===== config.mk =====
export PLATFORM = sky130hd
export DESIGN_NAME = dds_sweep_ctrl
export DESIGN_NICKNAME = d
export VERILOG_FILES = /design/src/rtl/dds_ctrl_pkg.sv /design/src/rtl/dds_lut_loader.sv /design/src/rtl/dds_sweep_ctrl.sv
export SDC_FILE = /design/constraint.sdc
export NUM_CORES = 1
export LEC_CHECK = 0
export BUFFER_PORTS_ARGS = -buffer_cell sky130_fd_sc_hd__buf_2
export CORE_MARGIN = 2
export CORE_UTILIZATION = 52
export DETAILED_ROUTE_END_ITERATION = 12
export PLACE_DENSITY = 0.77
export SLEW_MARGIN = 40
export SYNTH_ARGS = -nofsm -noshare
export SYNTH_HDL_FRONTEND = slang
export SYNTH_SLANG_ARGS = --single-unit

===== constraint.sdc =====
create_clock -name clk -period 9 [get_ports clk]
set_input_delay 2.25 -clock clk [delete_from_list [all_inputs] [get_ports clk]]
set_output_delay 2.25 -clock clk [all_outputs]
set_load 0.02 [all_outputs]

===== src/rtl/dds_ctrl_pkg.sv =====
// Shared types and widths for the DDS sweep controller.
package dds_ctrl_pkg;

    typedef enum logic [2:0] {
        ST_IDLE,
        ST_LOAD,
        ST_SETTLE,
        ST_SWEEP,
        ST_DONE
    } state_e;

    localparam int unsigned PAD_W = 16;
    localparam int unsigned DDS_W = 32;

    // A zero count is treated as one.
    function automatic logic [15:0] at_least_one(input logic [15:0] v);
        return (v == '0) ? 16'd1 : v;
    endfunction

endpackage


===== src/rtl/dds_lut_loader.sv =====
// LUT load handshake: accepts upstream samples and issues one DDS LUT write per beat.
module dds_lut_loader
    import dds_ctrl_pkg::*;
#(
    parameter int unsigned ADDR_WIDTH = 16
) (
    input  logic             clk,
    input  logic             rst_n,
    input  logic             clear_i,
    input  logic             active_i,
    input  logic             abort_i,
    input  logic             lut_valid_i,
    input  logic [15:0]      lut_data_i,
    output logic             lut_ready_o,
    output logic             last_o,
    output logic             we_o,
    output logic [DDS_W-1:0] addr_o,
    output logic [DDS_W-1:0] data_o
);

    logic [ADDR_WIDTH-1:0] cnt_q;
    logic                  we_q;
    logic [DDS_W-1:0]      addr_q;
    logic [DDS_W-1:0]      data_q;
    logic                  accept;

    // A beat coinciding with abort is dropped so no strobe follows the abort.
    assign accept      = active_i && lut_valid_i && !abort_i;
    assign last_o      = accept && (cnt_q == '1);
    assign lut_ready_o = active_i;
    assign we_o        = we_q;
    assign addr_o      = addr_q;
    assign data_o      = data_q;

    always_ff @(posedge clk or negedge rst_n) begin
        if (!rst_n) begin
            cnt_q  <= '0;
            we_q   <= 1'b0;
            addr_q <= '0;
            data_q <= '0;
        end else begin
            we_q <= accept;
            if (clear_i) begin
                cnt_q <= '0;
            end else if (accept) begin
                cnt_q <= cnt_q + 1'b1;
            end
            if (accept) begin
                addr_q <= DDS_W'(cnt_q);
                data_q <= {{PAD_W{1'b0}}, lut_data_i};
            end
        end
    end

endmodule


===== src/rtl/dds_sweep_ctrl.sv =====
// DDS sweep controller: loads the DDS LUT, settles, then steps the tuning word.
module dds_sweep_ctrl
    import dds_ctrl_pkg::*;
#(
    parameter int unsigned ADDR_WIDTH    = 16,
    parameter int unsigned SETTLE_CYCLES = 4
) (
    input  logic        clk,
    input  logic        rst_n,
    input  logic        start,
    input  logic        abort,
    input  logic        lut_valid,
    input  logic [15:0] lut_data,
    output logic        lut_ready,
    input  logic [31:0] f_start,
    input  logic [31:0] f_step,
    input  logic [15:0] dwell,
    input  logic [15:0] n_freqs,
    output logic        LUTWe,
    output logic [31:0] LUTAddress,
    output logic [31:0] LUTData,
    output logic        en,
    output logic [31:0] FreqCntrl,
    output logic        busy,
    output logic        done
);

    localparam int unsigned SETTLE_LAST = (SETTLE_CYCLES == 0) ? 0 : SETTLE_CYCLES - 1;

    state_e           state_q;
    logic [DDS_W-1:0] freq_q;
    logic [DDS_W-1:0] step_q;
    logic [15:0]      dwell_q;
    logic [15:0]      nfreq_q;
    logic [15:0]      dwell_cnt_q;
    logic [15:0]      freq_idx_q;
    logic [31:0]      settle_cnt_q;
    logic             en_q;
    logic             done_q;
    logic             load_clear;
    logic             load_last;

    assign load_clear = (state_q == ST_IDLE) && start && !abort;
    assign busy       = (state_q != ST_IDLE);
    assign en         = en_q;
    assign done       = done_q;
    assign FreqCntrl  = freq_q;

    dds_lut_loader #(
        .ADDR_WIDTH(ADDR_WIDTH)
    ) u_loader (
        .clk        (clk),
        .rst_n      (rst_n),
        .clear_i    (load_clear),
        .active_i   (state_q == ST_LOAD),
        .abort_i    (abort),
        .lut_valid_i(lut_valid),
        .lut_data_i (lut_data),
        .lut_ready_o(lut_ready),
        .last_o     (load_last),
        .we_o       (LUTWe),
        .addr_o     (LUTAddress),
        .data_o     (LUTData)
    );

    always_ff @(posedge clk or negedge rst_n) begin
        if (!rst_n) begin
            state_q      <= ST_IDLE;
            freq_q       <= '0;
            step_q       <= '0;
            dwell_q      <= '0;
            nfreq_q      <= '0;
            dwell_cnt_q  <= '0;
            freq_idx_q   <= '0;
            settle_cnt_q <= '0;
            en_q         <= 1'b0;
            done_q       <= 1'b0;
        end else begin
            done_q <= 1'b0;
            if (abort) begin
                state_q <= ST_IDLE;
                en_q    <= 1'b0;
            end else begin
                case (state_q)
                    ST_IDLE: begin
                        if (start) begin
                            freq_q  <= f_start;
                            step_q  <= f_step;
                            dwell_q <= at_least_one(dwell);
                            nfreq_q <= at_least_one(n_freqs);
                            en_q    <= 1'b0;
                            state_q <= ST_LOAD;
                        end
                    end
                    ST_LOAD: begin
                        if (load_last) begin
                            settle_cnt_q <= '0;
                            state_q      <= ST_SETTLE;
                        end
                    end
                    ST_SETTLE: begin
                        if (settle_cnt_q >= 32'(SETTLE_LAST)) begin
                            dwell_cnt_q <= '0;
                            freq_idx_q  <= '0;
                            en_q        <= 1'b1;
                            state_q     <= ST_SWEEP;
                        end else begin
                            settle_cnt_q <= settle_cnt_q + 32'd1;
                        end
                    end
                    ST_SWEEP: begin
                        if (dwell_cnt_q == dwell_q - 16'd1) begin
                            dwell_cnt_q <= '0;
                            if (freq_idx_q == nfreq_q - 16'd1) begin
                                done_q  <= 1'b1;
                                state_q <= ST_DONE;
                            end else begin
                                freq_q     <= freq_q + step_q;
                                freq_idx_q <= freq_idx_q + 16'd1;
                            end
                        end else begin
                            dwell_cnt_q <= dwell_cnt_q + 16'd1;
                        end
                    end
                    ST_DONE: state_q <= ST_IDLE;
                    default: state_q <= ST_IDLE;
                endcase
            end
        end
    end

endmodule


==> results.json, run 1 <==
{
  "max_stage_delay_ps": 650,
  "maxCapViolCount": 0,
  "post_synth_mux_area_share": 0.00724,
  "path_delay_family": "simple AND/OR/NAND/NOR gates",
  "grtUsageTotal": 0.244,
  "avgViaCountPerCell": 5.58,
  "path_common_cell": "and4_1",
  "critical_register_to_register_path_startpoint": "dwell_q[3]",
  "ys_dominant_reg_cell": "dfrtp_1",
  "chipWidth_um": 156,
  "crit_path_top_delay_cell": "and4_1",
  "post_synth_instance_area_sq_um": 12100,
  "critical_path.cell_chain": "buf_2 > nor4b_1 > and4_1 > and4_1 > o21bai_1 > nor3_1 > and4_1 > and4_1 > a31oi_1 > nor2_1",
  "initial_utilization": 0.532,
  "avgRoutedWirePerCell_um": 15.9,
  "drc": 0,
  "share_of_async_settable_or_async_resettable_flops_after_synthesis": 1.00,
  "clk_pin_slew_ps": 60,
  "stdcell_area_sq_um": 13900,
  "setup_viol_count_final": 0,
  "critPathRequiredTime_ps": 9460,
  "row_cnt": 55,
  "hold_violations": 0,
  "grt_max_degree": 97,
  "placed_cells": 1823,
  "design.portCount": 218,
  "firstDrtPassIters": 8,
  "final_layout_size_suffix_gt1_frac": 0.168,
  "fin_nets": 1720,
  "synthDistinctLibCells": 82,
  "fillers": 1972,
  "hold_slack_ps": 477,
  "synth_compound_area_frac": 0.120,
  "drtIter0Drc": 628,
  "critical_path.endpoint_type": "register",
  "cellPowerDensity_nw_per_um2": 330,
  "cts_buffers": 24,
  "area_inside_the_core_boundary_sq_um": 22700,
  "synth-edff-count": 0,
  "synth_simple_gate_area_frac": 0.275,
  "antenna_found_initial": 5,
  "layout_commonest_cell": "nand2_1",
  "synth-warning-count": 0,
  "first_global_vias": 10013,
  "worst_ep_arrival_time_ps": 5340,
  "criticalPathCategory": "primary input to register",
  "timing.fmax_mhz": 205,
  "clk_root_buffer_cell": "clkbuf_16",
  "min_from": "u_loader.data_o[4]",
  "place_area_sq_um": 13100,
  "status": "finished clean",
  "h-tree-depth": 1,
  "grt_pass1_wl_um": 49200,
  "synth_adder_area_share": 0.0399,
  "routed_antenna_nets": 0,
  "seqCellArea_sq_um": 5360,
  "place.port_buffers": 185,
  "clk_path_buf_depth": 3,
  "path_max_fanout": 19,
  "post-route-period-util": 0.542,
  "final_setup_tns_ps": 0,
  "area_used_by_multi_input_combinational_logic_sq_um": 6300,
  "rsz0062_at_grt": "false",
  "ys_seq_area_frac": 0.443,
  "syn-instance-count": 1403,
  "ys_ff_latch": 214,
  "critical_path.n_buffers_inverters": 1,
  "final.setup_skew_ps": 29.7,
  "syn_to_final_growth_pct": 15.3,
  "final_util": 0.614,
  "instances_no_fill": 1872,
  "period_needed_ps": 4880,
  "gr-total-overflow": 0,
  "tightestPinTransition_ps": 735,
  "place.gp.congestion": 0.914,
  "p_leak_nw": 6.82,
  "peakVddDrop_uv": 224,
  "resized_cells_post_cts": 0,
  "cts_setup_buffers": 0,
  "final_cell_mix": "nand2_1 (361), dfrtp_1 (214), buf_2 (184)",
  "cts_hold_repair.buffers": 0,
  "dp_hpwl_um": 21200,
  "floorplan.die_area_sq_um": 24500,
  "routed-via-count": 10451,
  "crit_path_start": "abort",
  "worstSetupStartpointType": "primary input",
  "synth_top_family_by_area": "simple AND/OR/NAND/NOR gates",
  "worst_skew_pair.late_latency_ps": 530,
  "postRouteWirelength_um": 29700,
  "die_h_um": 156,
  "cts_tree": "built",
  "worstHoldPathType": "register to register",
  "post_synth.cell_area_avg_sq_um": 8.62,
  "synth_xor_xnor_area_share": 0.0666,
  "clock_sinks": 214,
  "maxSlewHeadroom": 0.510,
  "final_max_slew_viol_count": 0
}
final timing paths:
kind	to	slack [ps]	cells past startpoint
max	settle_cnt_q[31]	4120	10
min	u_loader.data_o[4]	480	2
max reg2reg	FreqCntrl[31]	5030	10
min reg2reg	u_loader.data_o[4]	480	2
max in group asynchronous	dwell_q[5]	6180	2
min in group asynchronous	u_loader.data_o[3]	1750	1
routing by layer:
layer  global-route usage  wire [um]  up-vias
met5                    0         13        -
met4               0.0769        890        2
met3               0.0579       2030       55
met2                0.391      13600      315
met1                0.328      13200     4978
li1                     -          -     5101
flip-flops by register name (all words and copies together), names as in the netlist:
register / count
dwell_q: 16
dwell_cnt_q: 16
done: 1
u_loader.data_o: 16
nfreq_q: 16
settle_cnt_q: 32
u_loader.we_o: 1
step_q: 32
u_loader.cnt_q: 16
u_loader.addr_o: 16
en: 1
FreqCntrl: 32
state_q: 3
freq_idx_q: 16
cells in the mapped netlist, drive strengths merged (19+ instances only):
cell | n | area share
a21oi | 55 | 0.023
a31oi | 30 | 0.016
and2 | 19 | 0.0098
buf | 47 | 0.027
clkbuf | 42 | 0.013
dfrtp | 214 | 0.44
ha | 37 | 0.038
inv | 25 | 0.0078
nand2 | 361 | 0.11
nand3 | 27 | 0.011
nor2 | 126 | 0.039
nor3 | 28 | 0.012
nor4 | 25 | 0.015
o21ai | 54 | 0.022
xnor2 | 45 | 0.033
xor2 | 47 | 0.034
report_power, final:
part | leakage (nW) | internal (mW) | switching, mW
Sequential | 2.77 | 1.23 | 0.267
Clock | 0.385 | 0.583 | 0.400
Combinational | 3.67 | 0.850 | 1.27
worst register-to-register path, delay by kind of cell (launching register included):
kind / cells / cell delay [ps]
DFF: 1 / 470
and+or+nand+nor: 5 / 1880
muxes: 1 / 390
AOI/OAI and AO/OA: 3 / 640
buffers and inverters: 1 / 520
through the flow:
stage          setup slack (ps)  total power, mW
6_report                   4120             4.60
5_1_grt                    3800             4.96
4_1_cts                    4130             4.61
3_5_place_dp               3600             3.61
3_3_place_gp               3770             3.54
2_1_floorplan              4320             3.06
final cells by class:
class	count	area share
Tap cell	285	0.0256
Sequential cell	214	0.384
Multi-Input combinational cell	1106	0.452
Clock buffer	32	0.0481
Antenna cell	5	0.000898
Timing Repair Buffer	194	0.0732
Clock inverter	11	0.00916
Inverter	25	0.00673
logic make-up (layout without fill, tap and decap cells):
logic type | Yosys count | count (layout)
buffers and inverters | 114 | 262
multiplexers | 8 | 8
other | 1 | 37
AO/OA/AOI/OAI | 224 | 224
flip-flops | 214 | 214
XOR/XNOR | 92 | 92
AND/OR/NAND/NOR | 712 | 712
adder cells (fa/ha/maj) | 38 | 38
Power figures use the tool's default switching activity.
==> run 2, diff against run 1 <==
clock period = 4.7 ns   (was 9 ns; I/O delays follow)
==> run 2 against run 1 <==
Die area stayed put. Clock skew is 17 ps lower. Critical path depth stayed put. Via count is 0.11% higher. Sequential power is 93% higher. Worst hold slack worse by 8.7 ps. Non-clock buffer count is 4 higher. Largest power group unchanged.
==> results.json, run 2 (synthesis gave the netlist of run 1 again) <==
{
  "status": "finished clean",
  "die_h_um": 156,
  "drc": 0,
  "crit_path_start": "dwell_q[3]",
  "place.gp.congestion": 0.904,
  "post-route-period-util": 0.853,
  "p_sw_mw": 3.75,
  "met2RoutedLength_um": 13900,
  "routed-via-count": 10463,
  "setup_viol_count_final": 0,
  "cts_buffers": 24,
  "tightestPinTransition_ps": 703,
  "timing.fmax_mhz": 249,
  "maxUsedRoutingLayer": "met5",
  "instances_no_fill": 1873,
  "avgRoutedWirePerCell_um": 16.0,
  "fillers": 1963,
  "finalPower_mw": 8.92,
  "cts_tree": "built",
  "placed_cells": 1827,
  "cellPowerDensity_nw_per_um2": 636,
  "design.portCount": 218,
  "clock_sinks": 214,
  "antenna_found_initial": 4,
  "row_cnt": 55,
  "layout_commonest_cell": "nand2_1",
  "grt_max_degree": 102,
  "maxCapViolCount": 0,
  "period_needed_ps": 4010,
  "comb_power_share": 0.460,
  "final_layout_size_suffix_gt1_frac": 0.171,
  "place_area_sq_um": 13200,
  "stdcell_area_sq_um": 14000,
  "rsz0062_at_grt": "false",
  "postRouteWirelength_um": 29900,
  "cts_hold_repair.buffers": 0,
  "critical_path.endpoint_type": "register",
  "p_leak_nw": 6.87,
  "critPathRequiredTime_ps": 5140,
  "worstHoldPathType": "register to register",
  "avgViaCountPerCell": 5.59,
  "p_seq_frac": 0.322,
  "criticalPathCategory": "register to register",
  "internal_power_mw": 5.17,
  "maxSlewHeadroom": 0.531,
  "final.setup_skew_ps": 12.4,
  "worst_skew_pair.late_latency_ps": 520,
  "syn_to_final_growth_pct": 15.9,
  "h-tree-depth": 1,
  "routed_antenna_nets": 0,
  "final_util": 0.617,
  "gr-total-overflow": 0,
  "worst_ep_arrival_time_ps": 4450,
  "firstDrtPassIters": 5,
  "clk_pin_slew_ps": 60,
  "dp_worst_setup_slack_ps": 647,
  "min_from": "u_loader.data_o[8]",
  "clk_root_buffer_cell": "clkbuf_16",
  "grtUsageTotal": 0.246,
  "worstSetupStartpointType": "register",
  "resized_cells_post_cts": 0,
  "clk_path_buf_depth": 3,
  "post_route_setup_slack_ps": 692,
  "final_setup_tns_ps": 0,
  "hold_violations": 0,
  "peakVddDrop_uv": 407,
  "initial_utilization": 0.532,
  "cts_setup_buffers": 0,
  "place.port_buffers": 185,
  "drtIter0Drc": 619,
  "first_global_vias": 10210,
  "final_cell_mix": "nand2_1 (361), dfrtp_1 (214), buf_2 (184)",
  "chipWidth_um": 156,
  "area_inside_the_core_boundary_sq_um": 22700,
  "floorplan.die_area_sq_um": 24500,
  "hold_slack_ps": 468,
  "dp_hpwl_um": 21500,
  "fin_nets": 1724,
  "grt_pass1_wl_um": 49400,
  "final_max_slew_viol_count": 0,
  "detail_route.wirelength.met1_um": 13200,
  "power.share.clock": 0.218,
  "power_switching_share": 0.420,
  "wl_met3_um": 1860,
  "path_max_fanout": 38,
  "critical_register_to_register_path_startpoint": "dwell_q[3]"
}
run 2: worst paths after layout:
check	end	slack, ps	cells after the start
setup / recovery	FreqCntrl[18]	690	10
hold / removal	u_loader.data_o[8]	470	2
setup reg to reg	FreqCntrl[18]	690	10
hold reg to reg	u_loader.data_o[8]	470	2
max in group asynchronous	u_loader.addr_o[10]	3170	3
min in group asynchronous	u_loader.data_o[7]	490	1
run 2: critical path, stage by stage, from the launching register on:
cell and delay [ps]:
dfrtp_1 460, or4_4 640, o41ai_2 340, o2111ai_1 170, or4_4 560, nor4_1 420
nand3_1 200, a21oi_4 620, buf_12 270, nor2_1 50, a31oi_1 160
run 2: area by class of cell:
type	count	area, sq um	area share
multi-input cells	1106	6300	0.449
flip-flops and latches	214	5360	0.382
repair buffers	198	1080	0.0770
clock buffers	32	681	0.0486
well taps	285	357	0.0254
clock inverters	11	146	0.0104
inverters	25	93.8	0.00670
diodes	2	5.00	0.000357
run 2: power groups by stage:
stage               clock network, mW  logic [mW]  registers, mW
finish                           1.94        4.11           2.87
global route                     2.06        4.59           2.94
CTS                              1.98        4.08           2.86
detailed placement                  0        4.05           2.88
global placement                    0        3.94           2.87
floorplan                           0        2.89           2.98
run 2: layer usage:
| metal | GRT usage | up-vias |
|---|---|---|
| met5 | 0 | - |
| met4 | 0.0869 | 6 |
| met3 | 0.0526 | 73 |
| met2 | 0.406 | 301 |
| met1 | 0.322 | 4958 |
| li1 | - | 5125 |
